File: src/rtl/letc_core_pkg.sv
`default_nettype none
// ============================================================================
// letc_core_pkg : shared types for the LETC core memory subsystem
// Revision 1.0
// ============================================================================
package letc_core_pkg;

  typedef enum logic [1:0] {
    MSS_IDLE  = 2'd0,
    MSS_ISSUE = 2'd1,
    MSS_WAIT  = 2'd2
  } mss_state_e;

  typedef enum logic {
    SRC_INSTR = 1'b0,
    SRC_DATA  = 1'b1
  } mss_src_e;

endpackage : letc_core_pkg
`default_nettype wire

File: src/rtl/letc_core_mss_arbiter.sv
`default_nettype none
// ============================================================================
// letc_core_mss_arbiter : round-robin I/D arbiter onto one shared memory port
// Revision 1.0
// ============================================================================
module letc_core_mss_arbiter
  import letc_core_pkg::*;
#(
  parameter int ADDR_W = 32,
  parameter int DATA_W = 32
) (
  input  logic                clk,
  input  logic                rst_n,

  input  logic                i_ireq_valid,
  output logic                o_ireq_ready,
  input  logic [ADDR_W-1:0]   i_ireq_addr,
  output logic                o_iresp_valid,
  output logic [DATA_W-1:0]   o_iresp_rdata,
  output logic                o_iresp_err,

  input  logic                i_dreq_valid,
  output logic                o_dreq_ready,
  input  logic [ADDR_W-1:0]   i_dreq_addr,
  input  logic                i_dreq_we,
  input  logic [DATA_W-1:0]   i_dreq_wdata,
  input  logic [DATA_W/8-1:0] i_dreq_wstrb,
  output logic                o_dresp_valid,
  output logic [DATA_W-1:0]   o_dresp_rdata,
  output logic                o_dresp_err,

  output logic                o_mreq_valid,
  input  logic                i_mreq_ready,
  output logic [ADDR_W-1:0]   o_mreq_addr,
  output logic                o_mreq_we,
  output logic [DATA_W-1:0]   o_mreq_wdata,
  output logic [DATA_W/8-1:0] o_mreq_wstrb,
  output logic                o_mreq_src,
  input  logic                i_mresp_valid,
  input  logic [DATA_W-1:0]   i_mresp_rdata,
  input  logic                i_mresp_err,

  output logic                o_busy
);

  localparam int STRB_W = DATA_W / 8;

  mss_state_e          r_state;
  mss_state_e          w_state_next;
  mss_src_e            r_last_grant;
  mss_src_e            r_src;
  logic [ADDR_W-1:0]   r_addr;
  logic                r_we;
  logic [DATA_W-1:0]   r_wdata;
  logic [STRB_W-1:0]   r_wstrb;
  logic                w_grant_i;
  logic                w_grant_d;
  logic                w_resp;

  always_comb begin
    w_state_next = r_state;
    w_grant_i    = 1'b0;
    w_grant_d    = 1'b0;
    case (r_state)
      MSS_IDLE: begin
        // Grants are suppressed while reset is held so no ready leaks out.
        if (rst_n) begin
          if (i_ireq_valid && (!i_dreq_valid || r_last_grant == SRC_DATA)) begin
            w_grant_i = 1'b1;
          end else if (i_dreq_valid) begin
            w_grant_d = 1'b1;
          end
        end
        if (w_grant_i || w_grant_d) begin
          w_state_next = MSS_ISSUE;
        end
      end
      MSS_ISSUE: begin
        if (i_mreq_ready) begin
          w_state_next = MSS_WAIT;
        end
      end
      MSS_WAIT: begin
        if (i_mresp_valid) begin
          w_state_next = MSS_IDLE;
        end
      end
      default: w_state_next = MSS_IDLE;
    endcase
  end

  always_ff @(posedge clk) begin
    if (!rst_n) begin
      r_state      <= MSS_IDLE;
      r_last_grant <= SRC_DATA;
      r_src        <= SRC_INSTR;
      r_addr       <= '0;
      r_we         <= 1'b0;
      r_wdata      <= '0;
      r_wstrb      <= '0;
    end else begin
      r_state <= w_state_next;
      if (w_grant_i) begin
        r_src        <= SRC_INSTR;
        r_last_grant <= SRC_INSTR;
        r_addr       <= i_ireq_addr;
        r_we         <= 1'b0;
        r_wdata      <= '0;
        r_wstrb      <= '0;
      end else if (w_grant_d) begin
        r_src        <= SRC_DATA;
        r_last_grant <= SRC_DATA;
        r_addr       <= i_dreq_addr;
        r_we         <= i_dreq_we;
        r_wdata      <= i_dreq_wdata;
        r_wstrb      <= i_dreq_wstrb;
      end
    end
  end

  assign w_resp        = (r_state == MSS_WAIT) && i_mresp_valid;

  assign o_ireq_ready  = w_grant_i;
  assign o_dreq_ready  = w_grant_d;

  assign o_mreq_valid  = (r_state == MSS_ISSUE);
  assign o_mreq_addr   = r_addr;
  assign o_mreq_we     = r_we;
  assign o_mreq_wdata  = r_wdata;
  assign o_mreq_wstrb  = r_wstrb;
  assign o_mreq_src    = r_src;

  assign o_iresp_valid = w_resp && (r_src == SRC_INSTR);
  assign o_iresp_rdata = o_iresp_valid ? i_mresp_rdata : '0;
  assign o_iresp_err   = o_iresp_valid ? i_mresp_err   : 1'b0;

  assign o_dresp_valid = w_resp && (r_src == SRC_DATA);
  assign o_dresp_rdata = o_dresp_valid ? i_mresp_rdata : '0;
  assign o_dresp_err   = o_dresp_valid ? i_mresp_err   : 1'b0;

  assign o_busy        = (r_state != MSS_IDLE);

endmodule : letc_core_mss_arbiter
`default_nettype wire

File: config.mk
export PLATFORM = sky130hd
export DESIGN_NAME = letc_core_mss_arbiter
export DESIGN_NICKNAME = d
export VERILOG_FILES = /design/src/rtl/letc_core_pkg.sv /design/src/rtl/letc_core_mss_arbiter.sv
export SDC_FILE = /design/constraint.sdc
export NUM_CORES = 1
export LEC_CHECK = 0
export BUFFER_PORTS_ARGS = -buffer_cell sky130_fd_sc_hd__buf_4
export CAP_MARGIN = 10
export CORE_UTILIZATION = 25
export DETAILED_ROUTE_END_ITERATION = 10
export HOLD_SLACK_MARGIN = 0.06
export SLEW_MARGIN = 20
export SYNTH_ARGS = -nofsm -noshare
export SYNTH_HDL_FRONTEND = slang
export SYNTH_SLANG_ARGS = --single-unit
File: constraint.sdc
create_clock -name clk -period 3 [get_ports clk]
set_input_delay 0.9 -clock clk [delete_from_list [all_inputs] [get_ports clk]]
set_output_delay 0.9 -clock clk [all_outputs]
set_load 0.05 [all_outputs]
# After elaboration in Yosys (flattened, before gate mapping)
# Index checks and enable logic that the tools add are counted.
# totals
reg_bits	73
input_bits	140
word_cells	47
# op_classes
n_eq_ne	5
n_mux	21
bitwise	2
n_reduce_logical	12
# op_table
op	n
$mux W32	4
$mux W1	13
$mux W2	3
$pmux W2 S3	1
$logic_and A1 B1 Y1	4
$ne A2 B2 Y1 const B	2
$reduce_bool A2 Y1	2
$reduce_and A3 Y1	1
$eq A2 B1 Y1 const B	1
$eq A2 B2 Y1 const B	1
$logic_not A2 Y1	1
$logic_or A1 B1 Y1	2
$ne A2 B1 Y1 const B	1
$not A1 Y1	2
$reduce_or A2 Y1	1
$logic_not A1 Y1	1

# Logic depth before layout (Yosys ltp)
# Gate-level depths: netlist of the first run.
# depth
word_depth	9
depth_mapped	6

# Worst setup path after synthesis of the first run
# OpenSTA, ideal clock, no wires.
# synth_timing
path_type	input port to output port
from	in i_mresp_valid
to	out o_iresp_rdata[22]
arrival_ns	2.270
slack_ns	-0.170
stages	3
path_buffers	1
cell_sequence	and4bb_2 -> clkbuf_1 -> and2_1
# synth_via
elab_chain_cells	3
# synth_rtl
item	line	source
from (decl)	letc_core_mss_arbiter.sv:39	input logic i_mresp_valid,
$logic_and A1 B1 Y1	letc_core_mss_arbiter.sv:121	assign w_resp = (r_state == MSS_WAIT) && i_mresp_valid;
$logic_and A1 B1 Y1	letc_core_mss_arbiter.sv:133	assign o_iresp_valid = w_resp && (r_src == SRC_INSTR);
net o_iresp_valid	letc_core_mss_arbiter.sv:18	output logic o_iresp_valid,
$mux W32	letc_core_mss_arbiter.sv:134	assign o_iresp_rdata = o_iresp_valid ? i_mresp_rdata : '0;
to (decl)	letc_core_mss_arbiter.sv:19	output logic [DATA_W-1:0] o_iresp_rdata,
# The timed path passes the listed nets, and every way through them passes these cells.

# Worst setup path in the final report of the first run
# layout_timing
from	in i_mresp_valid
to	out o_dresp_rdata[21]
# layout_via
elab_chain_cells	3
# layout_rtl
item	line	source
$logic_and A1 B1 Y1	letc_core_mss_arbiter.sv:121	
$logic_and A1 B1 Y1	letc_core_mss_arbiter.sv:137	assign o_dresp_valid = w_resp && (r_src == SRC_DATA);
$mux W32	letc_core_mss_arbiter.sv:138	assign o_dresp_rdata = o_dresp_valid ? i_mresp_rdata : '0;
to (decl)	letc_core_mss_arbiter.sv:29	output logic [DATA_W-1:0] o_dresp_rdata,
# No other way between the ends.

==> flow_metrics.env, run 1 <==
export IMPL_ys_types=30
export IMPL_timing_worst_setup_path_type="in2out"
export IMPL_finalNonFillerCells=894
export IMPL_ys_ff_latch=73
export IMPL_dr_first_iter_drc_count=270
export IMPL_p_seq_share_pct=37.3
export IMPL_highest_layer="met4"
export IMPL_die_h_um=123
export IMPL_setup_ws_ns=0.272
export IMPL_syn_to_final_growth_pct=66.6
export IMPL_fmax_mhz=367
export IMPL_setup_viol=0
export IMPL_cts_tree="done"
export IMPL_num_rows=43
export IMPL_r2r_end="o_mreq_addr[17]"
export IMPL_cp_arrival_ns=1.83
export IMPL_cts_resized=0
export IMPL_syn_num_nets=599
export IMPL_path_max_fanout=34
export IMPL_nFillCells=1406
export IMPL_hold_path_class="reg2reg"
export IMPL_grt_pass1_vias=4456
export IMPL_gr_usage_all_layers_pct=19.0
export IMPL_synth_cell_area_mm2=0.00365
export IMPL_grt_pass1_wl_um=22300
export IMPL_dpl_hpwl_um=10800
export IMPL_internal_power_mw=1.88
export IMPL_worstPathRequired_ns=2.10
export IMPL_clkSinkCount=73
export IMPL_powerDensity_mw_per_mm2=470
export IMPL_post_place_ws_ns=0.270
export IMPL_vias=4586
export IMPL_drv_cap=0
export IMPL_avgSynthCellArea_um2=7.94
export IMPL_grt_ovfl_total=0
export IMPL_drtAntennaViolNets=0
export IMPL_gp_congestion=0.815
export IMPL_dieWidth_um=123
export IMPL_synth_largest_area_cell="dfxtp_1"
export IMPL_startpoint="i_mresp_valid"
export IMPL_first_pass_iters=4
export IMPL_wl_met2_um=8000
export IMPL_cts_buffer_depth=2
export IMPL_hold_path_endpoint="o_mreq_wdata[31]"
export IMPL_synth_top_area_share_pct=40.1
export IMPL_holdBufCountCts=0
export IMPL_whs_path_depth=2
export IMPL_period_share_pct=90.9
export IMPL_grt_max_degree=71
export IMPL_r2r_start="r_state[0]"
export IMPL_grt_antenna_before_repair=0
export IMPL_drt_wl_total_um=15100
export IMPL_r2r_cells=4
export IMPL_outcome="complete, no violations"
export IMPL_power_leakage_nw=2.69
export IMPL_mostFrequentLayoutCell="buf_4"
export IMPL_combPwrFrac_pct=28.2
export IMPL_clock_tree_root_cell="clkbuf_16"
export IMPL_cts_setup_buffers=0
export IMPL_tns_ns=0
export IMPL_clock_power_share_pct=34.5
export IMPL_skew_ns=0.00383
export IMPL_wl_met3_um=1080
export IMPL_drc=0
export IMPL_insertion_delay_ns=0.33
export IMPL_h_tree_depth=3
export IMPL_ios=282
export IMPL_n_antenna_cell=0
export IMPL_post_route_cells_drive_above_1_share_pct=44.5
export IMPL_worst_slew_pin_slew_ns=0.791
export IMPL_crit_path_end_kind="output pin"
export IMPL_switching_share_pct=34.4
export IMPL_ys_warn_count=0
export IMPL_final_cell_mix="buf_4, dfxtp_1, nand3_1"
export IMPL_hold_violations=0
export IMPL_port_buffers=281
export IMPL_synthTopCellsByArea="dfxtp_1, and2_1, nand3_1"
export IMPL_synth_seq_area_share_pct=40.1
export IMPL_dieArea_mm2=0.0151
export IMPL_rsz0062_at_grt="no"
export IMPL_coreArea_mm2=0.0140
export IMPL_vdd_drop_max_uv=242
export IMPL_clkTransAtPathRegs_ns=0.06
export IMPL_syn_inst=459
export IMPL_start_util_pct=26.0
export IMPL_maxSlewViolCount=0
export IMPL_dp_cells=878
export IMPL_rrSetupSlack_ns=1.16
export IMPL_routedWlPerCell_um=16.9
export IMPL_wl_met1_um=5700
export IMPL_nNetsFinal=849
export IMPL_switchingPower_mw=0.983
export IMPL_finalCriticalPeriod_ns=2.73
export IMPL_finalPower_mw=2.86
export IMPL_hp_start="o_mreq_wdata[31]"
export IMPL_cts_buffers=9
export IMPL_start_kind="primary input"
export IMPL_max_slew_margin_pct=47.2
export IMPL_detail_route_vias_per_cell=5.13
## worst max-delay path by stage
stage	slack [ns]	to
3_3_place_gp	0.28	o_iresp_rdata[7]
5_1_grt	0.19	o_dresp_rdata[21]
2_1_floorplan	0.12	o_iresp_rdata[22]
4_1_cts	0.27	o_iresp_rdata[7]
6_report	0.27	o_dresp_rdata[21]
3_5_place_dp	0.27	o_iresp_rdata[7]
## stage by stage
| step | cell area [µm²] | hold slack, ns | utilization, % |
|---|---|---|---|
| finish | 6080 | 0.480 | 43.3 |
| global route | 6080 | 0.499 | 43.3 |
| CTS | 6080 | 0.484 | 43.3 |
| detailed placement | 5800 | 0.475 | 41.3 |
| global placement | 5800 | 0.465 | 41.3 |
| floorplan | 3650 | 0.505 | - |
## metal layers
layer,track usage [%],up-vias
met5,0,-
met4,7.70,0
met3,4.09,22
met2,36.1,247
met1,20.1,2155
li1,-,2162
## cell usage after synthesis
master,instances
dfxtp_1,73
nand3_1,69
o21ai_1,68
and2_1,66
a21oi_1,39
a31oi_1,32
nand4_1,32
clkbuf_1,26
buf_2,16
buf_6,10
nor2_1,6
buf_4,3
a211oi_1,2
a21bo_2,1
a21boi_2,1
a31o_1,1
and3_1,1
and4b_1,1
and4bb_2,1
clkinv_1,1
inv_1,1
nand2_1,1
nand2b_1,1
nand3b_1,1
nor2_2,1
nor2b_1,1
nor3b_4,1
o21a_1,1
o21ai_2,1
or3b_1,1
## registers in the layout, indices dropped and copies added, names as in the netlist
register and count:
o_mreq_addr 32, o_mreq_wdata 32, o_mreq_wstrb 4, r_state 2, o_mreq_src 1, o_mreq_we 1, r_last_grant 1
## worst max-delay path, stage by stage
cell and delay, ns:
buf_4 0.09, and4b_1 0.18, buf_4 0.26, and2_1 0.19
buf_4 0.21
## power groups by stage
stage	clock network, mW	logic (mW)	registers (mW)
after global placement	0	0.798	1.08
after global routing	1.07	0.853	1.07
after CTS	1.02	0.808	1.07
final	0.986	0.806	1.07
after floorplan	0	0.318	1.26
after detailed placement	0	0.807	1.09
## kinds of logic after synthesis
family	synth area share, %
AND/OR/NAND/NOR	29.3
AO/OA/AOI/OAI	21.9
flip-flops	40.1
buffers and inverters	8.78
## cell type report
type	instances	area, µm²	area share [%]
multi-input combinational	329	1880	30.9
tap	180	225	3.71
timing repair buffer	294	2230	36.7
clock buffer	10	229	3.77
clock inverter	6	43.8	0.721
inverter	2	7.51	0.124
sequential	73	1460	24.1
(Power assumes the default switching activity.)
==> inputs of run 2 (changes only) <==
--- a/config.mk
+++ b/config.mk
@@ -7,9 +7,12 @@
 export LEC_CHECK = 0
 export BUFFER_PORTS_ARGS = -buffer_cell sky130_fd_sc_hd__buf_4
 export CAP_MARGIN = 10
+export CELL_PAD_IN_SITES_DETAIL_PLACEMENT = 1
+export CELL_PAD_IN_SITES_GLOBAL_PLACEMENT = 1
 export CORE_UTILIZATION = 25
 export DETAILED_ROUTE_END_ITERATION = 10
 export HOLD_SLACK_MARGIN = 0.06
+export PLACE_DENSITY_LB_ADDON = 0.1
 export SLEW_MARGIN = 20
 export SYNTH_ARGS = -nofsm -noshare
 export SYNTH_HDL_FRONTEND = slang
==> run 2 against run 1 <==
- sequential power is essentially flat
- sequential cell count is the same
- largest cell class unchanged
- clock power grew 18%
==> flow_metrics.env, run 2 (same netlist as run 1, synthesis figures left out) <==
export IMPL_timing_worst_setup_path_type="in2out"
export IMPL_wl_met3_um=1350
export IMPL_r2r_end="o_mreq_addr[11]"
export IMPL_worstPathRequired_ns=2.10
export IMPL_insertion_delay_ns=0.34
export IMPL_dieWidth_um=123
export IMPL_start_kind="primary input"
export IMPL_hp_start="o_mreq_wdata[27]"
export IMPL_rrSetupSlack_ns=1.16
export IMPL_drt_wl_total_um=16600
export IMPL_period_share_pct=89.6
export IMPL_coreArea_mm2=0.0140
export IMPL_wl_met2_um=8700
export IMPL_post_place_ws_ns=0.302
export IMPL_dieArea_mm2=0.0151
export IMPL_routedWlPerCell_um=18.5
export IMPL_fmax_mhz=372
export IMPL_drtAntennaViolNets=0
export IMPL_place_area_mm2=0.00583
export IMPL_gr_usage_all_layers_pct=21.4
export IMPL_vdd_drop_max_uv=288
export IMPL_maxSlewViolCount=0
export IMPL_syn_to_final_growth_pct=68.7
export IMPL_tns_ns=0
export IMPL_rsz0062_at_grt="no"
export IMPL_final_area_mm2=0.00615
export IMPL_nNetsFinal=851
export IMPL_detail_route_vias_per_cell=5.11
export IMPL_grt_pass1_vias=4562
export IMPL_post_route_cells_drive_above_1_share_pct=44.8
export IMPL_r2r_cells=4
export IMPL_h_tree_depth=3
export IMPL_highest_layer="met4"
export IMPL_dr_first_iter_drc_count=288
export IMPL_num_rows=43
export IMPL_nFillCells=1685
export IMPL_start_util_pct=26.0
export IMPL_gp_congestion=0.837
export IMPL_n_antenna_cell=0
export IMPL_worst_slew_pin_slew_ns=0.838
export IMPL_final_cell_mix="buf_4, dfxtp_1, nand3_1"
export IMPL_max_slew_margin_pct=44.1
export IMPL_r2r_start="r_state[0]"
export IMPL_clkSinkCount=73
export IMPL_clkTransAtPathRegs_ns=0.06
export IMPL_holdBufCountCts=0
export IMPL_port_buffers=281
export IMPL_finalPower_mw=3.04
export IMPL_cts_buffer_depth=2
export IMPL_grt_antenna_before_repair=0
export IMPL_dpl_hpwl_um=11900
export IMPL_hold_path_endpoint="o_mreq_wdata[27]"
export IMPL_crit_path_end_kind="output pin"
export IMPL_cts_setup_buffers=0
export IMPL_power_leakage_nw=2.73
export IMPL_hold_violations=0
export IMPL_mostFrequentLayoutCell="buf_4"
export IMPL_first_pass_iters=4
export IMPL_die_h_um=123
export IMPL_whs_path_depth=2
export IMPL_outcome="complete, no violations"
export IMPL_path_max_fanout=4
export IMPL_vias=4583
export IMPL_grt_max_degree=71
export IMPL_clock_tree_root_cell="clkbuf_16"
export IMPL_cp_arrival_ns=1.79
export IMPL_setup_ws_ns=0.313
export IMPL_setup_viol=0
export IMPL_grt_pass1_wl_um=24400
export IMPL_powerDensity_mw_per_mm2=494
export IMPL_grt_ovfl_total=0
export IMPL_drc=0
export IMPL_skew_ns=0.00572
export IMPL_cts_buffers=9
export IMPL_cts_resized=0
export IMPL_hold_path_class="reg2reg"
export IMPL_ios=282
export IMPL_finalCriticalPeriod_ns=2.69
export IMPL_wl_met1_um=6290
export IMPL_cts_tree="done"
export IMPL_drv_cap=0
## run 2: cell types whose count changed in the layout (fill, tap and decap cells not counted)
cell and delta:
bufinv_16 +2, clkinvlp_4 +1, clkinv_4 -2, buf_12 +1, buf_4 +1, clkbuf_1 -1
## run 2: worst max path at each step
stage	start	to	slack, ns
finish	rst_n	o_dreq_ready	0.31
CTS	rst_n	o_dreq_ready	0.30
detailed placement	rst_n	o_dreq_ready	0.30
floorplan	i_mresp_valid	o_iresp_rdata[22]	0.12
global placement	rst_n	o_dreq_ready	0.29
global route	r_state[1]	o_dresp_rdata[31]	0.26
## run 2: per-layer routing
metal | up-vias | track usage, %
met3 | 14 | 6.46
met4 | 0 | 5.95
met2 | 209 | 39.2
met1 | 2196 | 23.7
li1 | 2164 | -
met5 | - | 0
## run 2: cell type report
| cell class | count | area (µm²) | area share (%) |
|---|---|---|---|
| multi-input combinational | 329 | 1880 | 30.5 |
| clock buffer | 9 | 225 | 3.66 |
| tap | 180 | 225 | 3.66 |
| inverter | 2 | 7.51 | 0.122 |
| clock inverter | 7 | 93.8 | 1.53 |
| sequential | 73 | 1460 | 23.8 |
| timing repair buffer | 296 | 2260 | 36.7 |
## run 2: where the power goes
part / leakage (nW) / switching [mW] / internal (mW)
combinational: 1.98 / 0.529 / 0.287
sequential: 0.595 / 0.0379 / 1.03
clock: 0.152 / 0.430 / 0.728
total: 2.73 / 0.997 / 2.04
## run 2: critical path, cell delays in order
cell and delay [ns]:
buf_4 0.10, or3b_2 0.47, nor2_2 0.11, buf_4 0.20
## run 2: per-stage QoR
step	hold WS (ns)	util [%]	instances
after floorplan	0.505	-	459
after global placement	0.465	41.5	880
after detailed placement	0.475	41.5	880
after CTS	0.487	43.8	896
after global routing	0.508	43.8	896
final	0.484	43.8	896
